**config.mk**
```make
export PLATFORM = sky130hd
export DESIGN_NAME = interrupt_claim_complete
export DESIGN_NICKNAME = d
export VERILOG_FILES = /design/src/rtl/interrupt_claim_complete.sv
export SDC_FILE = /design/constraint.sdc
export NUM_CORES = 1
export LEC_CHECK = 0
export ABC_AREA = 0
export CAP_MARGIN = 40
export CORE_AREA = 3 3 489 491
export CTS_CLUSTER_SIZE = 16
export DETAILED_ROUTE_END_ITERATION = 6
export DIE_AREA = 0 0 492 494
export HOLD_SLACK_MARGIN = 0.12
export PLACE_DENSITY = 0.3
export SETUP_SLACK_MARGIN = 0.05
export SLEW_MARGIN = 20
export SYNTH_ARGS = -nofsm -noshare
export SYNTH_HDL_FRONTEND = slang
export SYNTH_SLANG_ARGS = --single-unit
```
**constraint.sdc**
```tcl
create_clock -name clk -period 2.8 [get_ports clk]
set_input_delay 0.56 -clock clk [delete_from_list [all_inputs] [get_ports clk]]
set_output_delay 0.56 -clock clk [all_outputs]
set_load 0.01 [all_outputs]
```
**src/rtl/interrupt_claim_complete.sv**
```systemverilog
// Interrupt claim/complete controller: priority arbiter, threshold register,
// and a single-outstanding-claim FSM driving the core interrupt line.
//
// Ports:
//   clk, rst                  : clock, asynchronous active-high reset
//   pending_interrupts        : pending bit per source (ID k+1 is bit k)
//   interrupt_priority_regs   : 32-bit priority per source, bits [2:0] used
//   active_interrupt          : one-hot mask of the source in service
//   interrupt_claimed         : one-cycle pulse after an accepted claim
//   interrupt_service_request : interrupt line to the core
//   threshold_addr/claim_addr : register addresses
//   addr/wen/ren/wdata        : register access request
//   rdata/addr_valid          : register read data and address hit
module interrupt_claim_complete #(
    parameter int N_interrupts = 32
) (
    input  logic                         clk,
    input  logic                         rst,
    input  logic [N_interrupts-1:0]      pending_interrupts,
    input  logic [N_interrupts-1:0][31:0] interrupt_priority_regs,
    output logic [N_interrupts-1:0]      active_interrupt,
    output logic                         interrupt_claimed,
    output logic                         interrupt_service_request,
    input  logic [31:0]                  threshold_addr,
    input  logic [31:0]                  claim_addr,
    input  logic [31:0]                  addr,
    input  logic                         wen,
    input  logic                         ren,
    input  logic [31:0]                  wdata,
    output logic [31:0]                  rdata,
    output logic                         addr_valid
);

    localparam int IDW = $clog2(N_interrupts + 1);

    typedef enum logic [1:0] {
        IDLE,
        PENDING,
        CLAIMED
    } state_t;

    state_t state_q, state_d;

    logic [2:0]     thr_q, thr_d;
    logic [IDW-1:0] best_id_q, arb_id;
    logic [2:0]     best_prio_q, arb_prio;
    logic [IDW-1:0] claimed_id_q, claimed_id_d;
    logic           pulse_q, pulse_d;

    logic hit_thr, hit_claim;
    logic claim_rd, complete_wr, eligible;

    logic [N_interrupts-1:0] prio_hi_unused;

    assign hit_thr   = (addr == threshold_addr);
    assign hit_claim = (addr == claim_addr);
    assign addr_valid = hit_thr || hit_claim;

    // A simultaneous read and write is treated purely as a write.
    assign claim_rd    = ren && !wen && hit_claim;
    assign complete_wr = wen && hit_claim &&
                         (wdata == 32'(claimed_id_q));

    assign eligible = (best_id_q != '0) && (best_prio_q > thr_q);

    // Strict '>' keeps the lowest ID on ties; priority 0 never wins.
    always_comb begin
        arb_id   = '0;
        arb_prio = '0;
        for (int k = 0; k < N_interrupts; k++) begin
            if (pending_interrupts[k] &&
                interrupt_priority_regs[k][2:0] > arb_prio) begin
                arb_id   = IDW'(k + 1);
                arb_prio = interrupt_priority_regs[k][2:0];
            end
        end
    end

    always_comb begin
        for (int k = 0; k < N_interrupts; k++) begin
            prio_hi_unused[k] = |interrupt_priority_regs[k][31:3];
        end
    end

    always_comb begin
        state_d      = state_q;
        claimed_id_d = claimed_id_q;
        pulse_d      = 1'b0;
        thr_d        = thr_q;
        if (wen && hit_thr) begin
            thr_d = wdata[2:0];
        end
        unique case (state_q)
            IDLE: begin
                if (eligible) begin
                    state_d = PENDING;
                end
            end
            PENDING: begin
                if (claim_rd) begin
                    state_d      = CLAIMED;
                    claimed_id_d = best_id_q;
                    pulse_d      = 1'b1;
                end else if (!eligible) begin
                    state_d = IDLE;
                end
            end
            CLAIMED: begin
                if (complete_wr) begin
                    state_d = IDLE;
                end
            end
            default: state_d = IDLE;
        endcase
    end

    always_ff @(posedge clk or posedge rst) begin
        if (rst) begin
            state_q      <= IDLE;
            thr_q        <= '0;
            best_id_q    <= '0;
            best_prio_q  <= '0;
            claimed_id_q <= '0;
            pulse_q      <= 1'b0;
        end else begin
            state_q      <= state_d;
            thr_q        <= thr_d;
            best_id_q    <= arb_id;
            best_prio_q  <= arb_prio;
            claimed_id_q <= claimed_id_d;
            pulse_q      <= pulse_d;
        end
    end

    assign interrupt_claimed         = pulse_q;
    assign interrupt_service_request = (state_q == PENDING);

    always_comb begin
        active_interrupt = '0;
        if (state_q == CLAIMED) begin
            for (int k = 0; k < N_interrupts; k++) begin
                if (claimed_id_q == IDW'(k + 1)) begin
                    active_interrupt[k] = 1'b1;
                end
            end
        end
    end

    // Claim reads return 0 outside PENDING: only one claim outstanding.
    always_comb begin
        rdata = '0;
        if (hit_claim) begin
            if (state_q == PENDING) begin
                rdata = 32'(best_id_q);
            end
        end else if (hit_thr) begin
            rdata = {29'b0, thr_q};
        end
    end

endmodule
```
After elaboration in Yosys (flattened, before gate mapping)
Index checks and enable logic that the tools add are counted.
- register bits: 21
- latch bits: 0
- memory bits (writable): 0
- bits in read-only memories: 0
- input bits: 1188
- output and inout port bits: 67
- word-level logic and storage cells: 230
- memories: 0
- add/subtract/negate cells: 0
- multiply operators: 0
- div/mod/pow operators: 0
- $lt $le $gt $ge: 33
- equal/unequal tests: 40
- shifts and indexed selects: 0
- mux-type cells: 107
- bitwise gates (word level): 0
- reduce and logical (&&, ||, !) cells: 44
- operator list (cell ; number):
    two-way mux 6 bit ; 32
    two-way mux 3 bit ; 33
    equality test 6 x 5 -> 1 bit (second input constant) ; 16
    > comparator 3 bit ; 32
    equality test 32 bit ; 2
    two-way mux 32 bit ; 2
    equality test 6 x 4 -> 1 bit (second input constant) ; 8
    logical AND 1 bit ; 38
    two-way mux 1 bit ; 35
    equality test 32 x 6 -> 1 bit ; 1
    equality test 6 x 3 -> 1 bit (second input constant) ; 4
    equality test 6 x 2 -> 1 bit (second input constant) ; 2
    two-way mux 2 bit ; 4
    equality test 6 x 1 -> 1 bit (second input constant) ; 1
    equality test 6 bit (second input constant) ; 1
    one-hot mux 2 bit (3 select lines) ; 1
    nonzero test 6 bit ; 1
    inequality test 2 bit (second input constant) ; 2
    > comparator 3 x 1 -> 1 bit (second input constant) ; 1
    inequality test 3 bit (second input constant) ; 1
    AND reduction 3 bit ; 1
    equality test 2 x 1 -> 1 bit (second input constant) ; 1
    equality test 2 bit (second input constant) ; 1
    logical NOT 2 bit ; 1
    other kinds (3) ; 3

Longest topological paths before layout
Gate-level depths: netlist of the first run.
- word-level depth: 96
- gate-level depth with buffers: 217
- depth with buffers taken out: 217

Worst setup path before layout of the first run
No wires, ideal clock.
- path kind: input to register
- from: input port interrupt_priority_regs[2] (netlist bit)
- to: register best_prio_q[0]
- library setup time: 67 ps
- data arrival time: 36667 ps
- required time: 2733 ps
- slack: -33934 ps
- stages on the path: 207
- buffers on the path: 0
- cell sequence: and2_1 > inv_1 > ha_1 > a21o_1 > o211ai_4 > o21ai_0 > ha_1 > o32a_1 > mux2i_1 > o211ai_1 > mux2_2 > ha_1 > nor3b_1 > nand3_1 > a221oi_1 > a211oi_2 > o41ai_1 > mux2_2 > (+171 left out) > a21oi_1 > nand2_1 > o21ai_1 > ha_1 > inv_1 > a21oi_1 > a21oi_1 > maj3_1 > nand2_1 > mux2i_1 > ha_1 > nor2b_1 > o21ai_0 > nand2b_1 > nand3_1 > clkinv_1 > a31oi_1 > a32o_1
- cells in the longest elaborated chain, start to end: 96
- ends and longest elaborated chain (element ; line ; source):
    from (decl) ; 20 ; input logic [N_interrupts-1:0][31:0] interrupt_priority_regs,
    > comparator 3 x 1 -> 1 bit ; 72 ; interrupt_priority_regs[k][2:0] > arb_prio) begin
    logical AND 1 bit ; 71 ; if (pending_interrupts[k] &&
    two-way mux 3 bit (*) ; 71 ;
    > comparator 3 bit ; 72 ;
    logical AND 1 bit ; 71 ;
    two-way mux 3 bit (*) ; 71 ;
    > comparator 3 bit ; 72 ;
    logical AND 1 bit ; 71 ;
    (+81 left out) ; - ;
    two-way mux 3 bit (*) ; 71 ;
    > comparator 3 bit ; 72 ;
    logical AND 1 bit ; 71 ;
    two-way mux 3 bit (*) ; 71 ;
    > comparator 3 bit ; 72 ;
    logical AND 1 bit ; 71 ;
    two-way mux 3 bit (*) ; 71 ;
    net arb_prio[0] ; 46 ; logic [2:0] best_prio_q, arb_prio;
    to (signal assigned) ; 129 ; best_prio_q <= arb_prio;
    to (decl) ; 46 ;
Mark *: on every way through the listed nets, which the timed path passes. The rest lies on a longest branch.
A chain may end at the register's enable or synchronous reset.

Final worst setup path of the first run
- from: input port interrupt_priority_regs[1] (netlist bit)
- to: register best_prio_q[0]
The elaborated chain is that of the path after synthesis.

==> results of run 1 <==
-- state kept, by name, indices dropped and copies added, names as in the netlist --
signal / cells
best_prio_q: 3
claimed_id_q: 6
state_q: 2
thr_q: 3
best_id_q: 6
interrupt_claimed: 1
-- where the power goes --
part	switching [W]	internal (W)	total (W)	leakage [nW]
logic	0.00265	0.00351	0.00615	6.75
registers	0.0000590	0.000366	0.000425	0.261
clock network	0.000112	0.000192	0.000304	0.0414
-- cell type report --
class                           count  area, um2
Antenna cell                       86        215
Fill cell                       27700     216000
Timing Repair Buffer              802       6870
Clock inverter                      1       5.00
Multi-Input combinational cell    839       7050
Inverter                           53        209
Tap cell                         3150       3940
Clock buffer                        3       75.1
Sequential cell                    21        528
-- metrics by stage --
stage | hold slack [ns] | instance area [um2] | power [W] | setup TNS (ns) | cells
finish | 0.499 | 18900 | 0.00688 | -293.14 | 4955
CTS | 0.497 | 18000 | 0.00623 | -290.71 | 4849
floorplan | 0.431 | 7000 | 0.00278 | -286.86 | 950
detailed placement | 0.475 | 16700 | 0.00493 | -321.00 | 4748
global placement | 0.469 | 16700 | 0.00498 | -316.90 | 4748
global route | 0.518 | 18800 | 0.00751 | -310.95 | 4909
-- repair_timing --
item / CTS / global route
resized for setup: 362 / 136
endpoints found under the hold margin: 0 / 0
setup buffers: 98 / 22
endpoints found under the setup margin: 55 / 29
pin swaps: 188 / 128
-- metal layers --
metal,routed length (um),global-route usage [%],vias up
met5,83,0,-
met4,3220,3.01,12
met3,3610,1.03,104
met2,38700,10.6,252
met1,20800,4.72,4786
li1,-,-,5087
-- cell usage in the layout (no fill, tap or decap), types with 14 or more instances in the layout --
cell type,count
a21o_1,14
a21oi_1,30
a21oi_2,21
a31oi_1,18
and2_1,17
and3_1,18
buf_2,19
buf_4,462
buf_6,41
clkdlybuf4s50_1,191
conb_1,26
dfrtp_1,19
diode_2,86
dlygate4sd2_1,41
ha_1,16
ha_4,19
inv_1,48
nand2_1,67
nand3_1,28
nand4_1,16
nor2_1,76
nor2_2,21
o21a_1,16
o21ai_0,29
xnor2_1,23
xnor2_2,15
xor2_1,22
-- cells by family after synthesis --
family / Yosys count / synth area share, %
flops: 21 / 8.06
compound gates: 296 / 33.4
simple gates: 376 / 29.3
other cells: 1 / 0.0575
fa+ha+maj: 51 / 9.36
buf+inv: 90 / 6.98
xor+xnor: 70 / 9.40
mux: 20 / 3.38
-- worst min-delay path by stage --
| stage | to | depth (start not counted) | start |
|---|---|---|---|
| after global routing | state_q[0] | 1 | state_q[0] |
| after CTS | state_q[0] | 1 | state_q[0] |
| after floorplan | state_q[0] | 1 | state_q[0] |
| final | state_q[0] | 1 | state_q[0] |
| after detailed placement | state_q[0] | 1 | state_q[0] |
| after global placement | state_q[0] | 1 | state_q[0] |
-- cell usage after synthesis (14+ instances only) --
| master | count | area, um2 |
|---|---|---|
| nor3_1 | 17 | 85.1 |
| a21o_1 | 14 | 105 |
| o21ai_0 | 41 | 205 |
| nand4_1 | 16 | 100 |
| and2_1 | 24 | 150 |
| mux2_2 | 16 | 180 |
| buf_4 | 26 | 195 |
| xnor2_1 | 38 | 333 |
| nand3_1 | 34 | 170 |
| nor2_1 | 107 | 402 |
| nor4_1 | 20 | 125 |
| inv_1 | 52 | 195 |
| a21oi_1 | 50 | 250 |
| nand2_1 | 81 | 304 |
| ha_1 | 39 | 488 |
| o21a_1 | 16 | 120 |
| xor2_1 | 32 | 280 |
| dfrtp_1 | 21 | 526 |
| and3_1 | 23 | 144 |
| a31oi_1 | 21 | 131 |
-- critical path, delay by kind of cell --
| family | cells | cell delay, ns |
|---|---|---|
| AOI/OAI and AO/OA | 71 | 10.99 |
| adders and majority gates | 36 | 9.64 |
| and+or+nand+nor | 64 | 6.74 |
| buffers and inverters | 50 | 5.74 |
| muxes | 6 | 1.74 |
==> flow_summary.toml, run 1 <==
[die]
die_h_um = 494
die_area_um2 = 243000
start_util_pct = 2.77
row_count = 178
core_area_um2 = 235000
io-pin-count = 1255
die_w_um = 492

[clocking]
cts_inserted_buffers = 3
clock-sinks = 21
clkTransAtPathRegs_ns = 0.06
htree_levels = 1
cts_root_buffer = "clkbuf_16"
insertion_delay_ns = 0.26
cts_hold_buf = 0
cts_tree = "yes"
cts_max_path_buffers = 2

[yosys]
synth_area_per_cell_um2 = 7.05
ys_seq_area_share_pct = 8.06
synth_cells = 925
yosysWarnings = 0
synth_edf_count = 0
ys.flop_type = "dfrtp_1"
synth_area_um2 = 6520
postSynth.asyncResetShare_pct = 100
yosysUniqueCellTypes = 101
ys_ff_latch = 21

[global_routing]
grt_usage_pct = 5.23
grt_pass1_vias = 10500
antenna_found_initial = 86
overflow = 0
grt_pass1_wl_um = 86100
grt_max_degree = 22

[setup_path]
cp_max_fo = 5
criticalPathCategory = "in -> reg"
critical_path_arrival_ns = 35.46
crit_slowest_cell = "a2111o_1"
critPathCapture = "best_prio_q[0]"
crit_top_cell = "buf_4"
startpoint = "interrupt_priority_regs[1]"
worstSetupEndpointType = "flop"
r2r_start = "claimed_id_q[3]"
ff2ff_setup_slack_ns = 0.85
worstPathRequired_ns = 2.94
rr_worst_depth = 6
crit_path_start_kind = "primary input"
max_stage_delay_ns = 0.38
rr_endpoint = "state_q[1]"

[drt]
wl_per_cell_um = 13.4
drt_iter0_markers = 347
routed_wl_um = 66400
dr.pass1.iters = 4
vias = 10200
route.detailed.drc = 0
drtAntennaViolNets = 0
routed_via_density = 2.07

[timing]
finalHoldViolations = 0
min_period_ns = 35.32
period_share_pct = 1260
finClkSkew_ns = 0.00501
fmax_ghz = 0.0283
setup_ws_ns = -32.52
grt_setup_unrepaired = "true"
finalMaxSlewViolations = 0
relSlewSlack_pct = 56.4
setup_viol = 15
tightest_slew_ns = 0.646

[power_and_ir_drop]
power_density_nw_per_um2 = 364
cellLeakagePower_nw = 7.05
vdd_ir_drop_max_uv = 221

[placement]
numPortBuffers = 300
dp_hpwl_um = 61100
gp_congestion = 0.753
dp_slack_ns = -33.74

[cells_and_area]
fin_nets = 2947
post-route-util_pct = 8.04
drive_gt1_share_pct = 48.7
area.growth.synth_to_final_pct = 190

[flow_run]
maxCapViolations = 0

[status]
violations = "setup timing"
run_status = "finished, violations left"

[worst_hold_path]
worst_hold_path_type = "reg -> reg"
No activity file was read; power rests on OpenSTA's default activity.
==> run 2, diff against run 1 <==
- ABC_AREA: 0 -> unset
==> results of run 2 <==
No change in the layout: final DEF, timing and power equal those of run 1.
==> patch: new RTL, flow settings as in run 2 <==
The output `interrupt_claimed` loses its register stage (`pulse_q` becomes a continuous assignment).
--- a/src/rtl/interrupt_claim_complete.sv
+++ b/src/rtl/interrupt_claim_complete.sv
@@ -121,16 +121,16 @@
             best_id_q    <= '0;
             best_prio_q  <= '0;
             claimed_id_q <= '0;
-            pulse_q      <= 1'b0;
         end else begin
             state_q      <= state_d;
             thr_q        <= thr_d;
             best_id_q    <= arb_id;
             best_prio_q  <= arb_prio;
             claimed_id_q <= claimed_id_d;
-            pulse_q      <= pulse_d;
         end
     end
+
+    assign pulse_q = pulse_d;
 
     assign interrupt_claimed         = pulse_q;
     assign interrupt_service_request = (state_q == PENDING);
Formal check against the unedited RTL: not equivalent (Yosys sat finds a counterexample within 4 cycles, from zero or initial values and one cycle with rst high).
==> patch against run 2 <==
The run still ends with negative setup slack left. First-iteration DRC count grew 35%. Sequential cell count down 1. Sequential power decreased by 4%. Sequential share of layout area decreased by 0.22 points. Design area up 3.1%. Count of clock-buffer cells in the layout stayed put. Total power is 9.2% higher. Wire length up 0.71%. Synthesized area grew 4.5%. Worst setup slack got worse by 1200 ps. Global-route usage hardly changed. Fmax is 3.4% lower.
==> patch: results (changes against run 2) <==
* Result of the run: finished with violations (unchanged)
* Violations in the final reports: negative setup slack (unchanged)
* Post-synthesis cell count at 995 (was 925)
* Final weighted congestion in routability-driven placement at 0.764 (was 0.753)
* Max rail drop VDD at 242 uV (was 221 uV)
* Worst R2R End: claimed_id_q[3]$_DFFE_PP0P_ (was state_q[1]$_DFFE_PP0P_)
* HPWL after DPL at 61900 um (was 61100 um)
* Overall fraction of global-route tracks in use at 5.23% (about the same)
* Detailed-routing wirelength on met1 at 22800 um (was 20800 um)
* Fraction of layout instances using a drive strength above 1 at 48.0% (was 48.7%)
* Worst Clk Skew at 4.65 ps (was 5.01 ps)
* Ratio of routed vias to standard cells at 2.13 (was 2.07)
* Distinct cell type count after synthesis at 102 (was 101)
* Placed Cells at 4866 (was 4748)
* Antenna violations before repair at 53 (was 86)
* Filler cells at 27.7k (about the same)
* Finished Layout Cells at 5066 (was 4955)
* Global-route wire length before repair at 87300 um (was 86100 um)
* Sequential area share after synthesis at 7.34% (was 8.06%)
* Origin of the worst setup path: pending_interrupts[0] (was interrupt_priority_regs[1])
* Net count of the finished layout at 3055 (was 2947)
* Delay contributed by the slowest stage of the critical path at 580 ps (was 380 ps)
* Final-report setup violation count at 13 (was 15)
* Register-to-register setup slack at 1140 ps (was 850 ps)
* Data arrival, critical path at 36710 ps (was 35460 ps)
* Min setup slack post-route at -33770 ps (was -32520 ps)
* Critical path destination: best_prio_q[1]$_DFF_PP0_ (was best_prio_q[0]$_DFF_PP0_)
* Most common library cells after synthesis: sky130_fd_sc_hd__nor2_1, sky130_fd_sc_hd__nand2_1, sky130_fd_sc_hd__inv_1 (unchanged)
* Cell type of the slowest stage on the worst timing path: sky130_fd_sc_hd__or4b_4 (was sky130_fd_sc_hd__a2111o_1)
* Largest net degree at the start of global routing at 21 (was 22)
* Top cells by area in the synthesized netlist: sky130_fd_sc_hd__dfrtp_1, sky130_fd_sc_hd__nor2_1, sky130_fd_sc_hd__ha_1 (was sky130_fd_sc_hd__dfrtp_1, sky130_fd_sc_hd__ha_1, sky130_fd_sc_hd__nor2_1)
* Length of the first detailed-routing pass in iterations at 6 (was 4)
* Via count of the first global-routing pass at 10.8k (was 10.5k)
* Routed wl met3 at 3610 um (about the same)
* Number of cell instances on the worst register-to-register path at 5 (was 6)
[patch: layer usage]
| metal | vias to the layer above | GRT usage, % |
|---|---|---|
| met5 | - | 0 |
| met1 | 5062 | 5.10 |
| li1 | 5398 | - |
| met4 | 10 | 2.58 |
| met3 | 108 | 1.07 |
| met2 | 236 | 10.3 |
[patch: how the worst min path moves through the flow]
stage,start,endpoint,slack [ps],cells after the start
final,state_q[0]$_DFFE_PP0P_,state_q[0]$_DFFE_PP0P_,490,1
after global routing,state_q[0]$_DFFE_PP0P_,state_q[0]$_DFFE_PP0P_,510,1
after CTS,state_q[0]$_DFFE_PP0P_,state_q[0]$_DFFE_PP0P_,470,1
after detailed placement,state_q[0]$_DFFE_PP0P_,state_q[0]$_DFFE_PP0P_,460,1
after global placement,state_q[0]$_DFFE_PP0P_,state_q[0]$_DFFE_PP0P_,460,1
after floorplan,state_q[0]$_DFFE_PP0P_,state_q[0]$_DFFE_PP0P_,430,1
[patch: through the flow]
stage / setup slack, ps / hold WS, ps / TNS, ps / utilization (%) / instance area [um^2]
5_1_grt: -35900 / 505 / -323640 / 8.26 / 19400
3_5_place_dp: -35040 / 464 / -329080 / 7.38 / 17400
4_1_cts: -33990 / 473 / -306560 / 7.93 / 18600
6_report: -33770 / 492 / -303840 / 8.28 / 19500
2_1_floorplan: -33000 / 431 / -296070 / - / 7300
3_3_place_gp: -34350 / 462 / -323130 / 7.38 / 17400
[patch: layout make-up]
class                      instances  area share (%)
multi-input combinational        903            37.8
timing repair buffer             839            36.5
tap                             3150            20.2
sequential                        20            2.57
inverter                          61            1.21
antenna                           89            1.14
clock buffer                       3           0.385
clock inverter                     1           0.154
[patch: repair_timing]
| item | CTS | global route |
|---|---|---|
| pin swaps | 196 | 152 |
| resized for setup | 355 | 130 |
| buffers inserted | 84 | 26 |
| setup endpoints to repair | 34 | 33 |
[patch: logic make-up after synthesis]
group,Yosys count,share of synthesized area (%)
DFF,20,7.34
and+or+nand+nor,441,31.8
buffers and inverters,97,7.01
AOI/OAI and AO/OA,305,34.2
adders and majority gates,44,7.89
muxes,17,2.77
other,1,0.0550
xor gates and xnor gates,70,9.00
[patch: worst max-delay path: cells and delay by family]
family	cells	cell delay, ps
adder cells (fa/ha/maj)	33	8950
buffers and inverters	31	3530
AND/OR/NAND/NOR	76	8960
multiplexers	4	1180
AO/OA/AOI/OAI	84	13450
[patch: power by group]
| group | total [mW] | internal [mW] | switching (mW) |
|---|---|---|---|
| clock | 0.385 | 0.283 | 0.102 |
| combinational | 6.72 | 3.73 | 2.98 |
| sequential | 0.410 | 0.356 | 0.0541 |
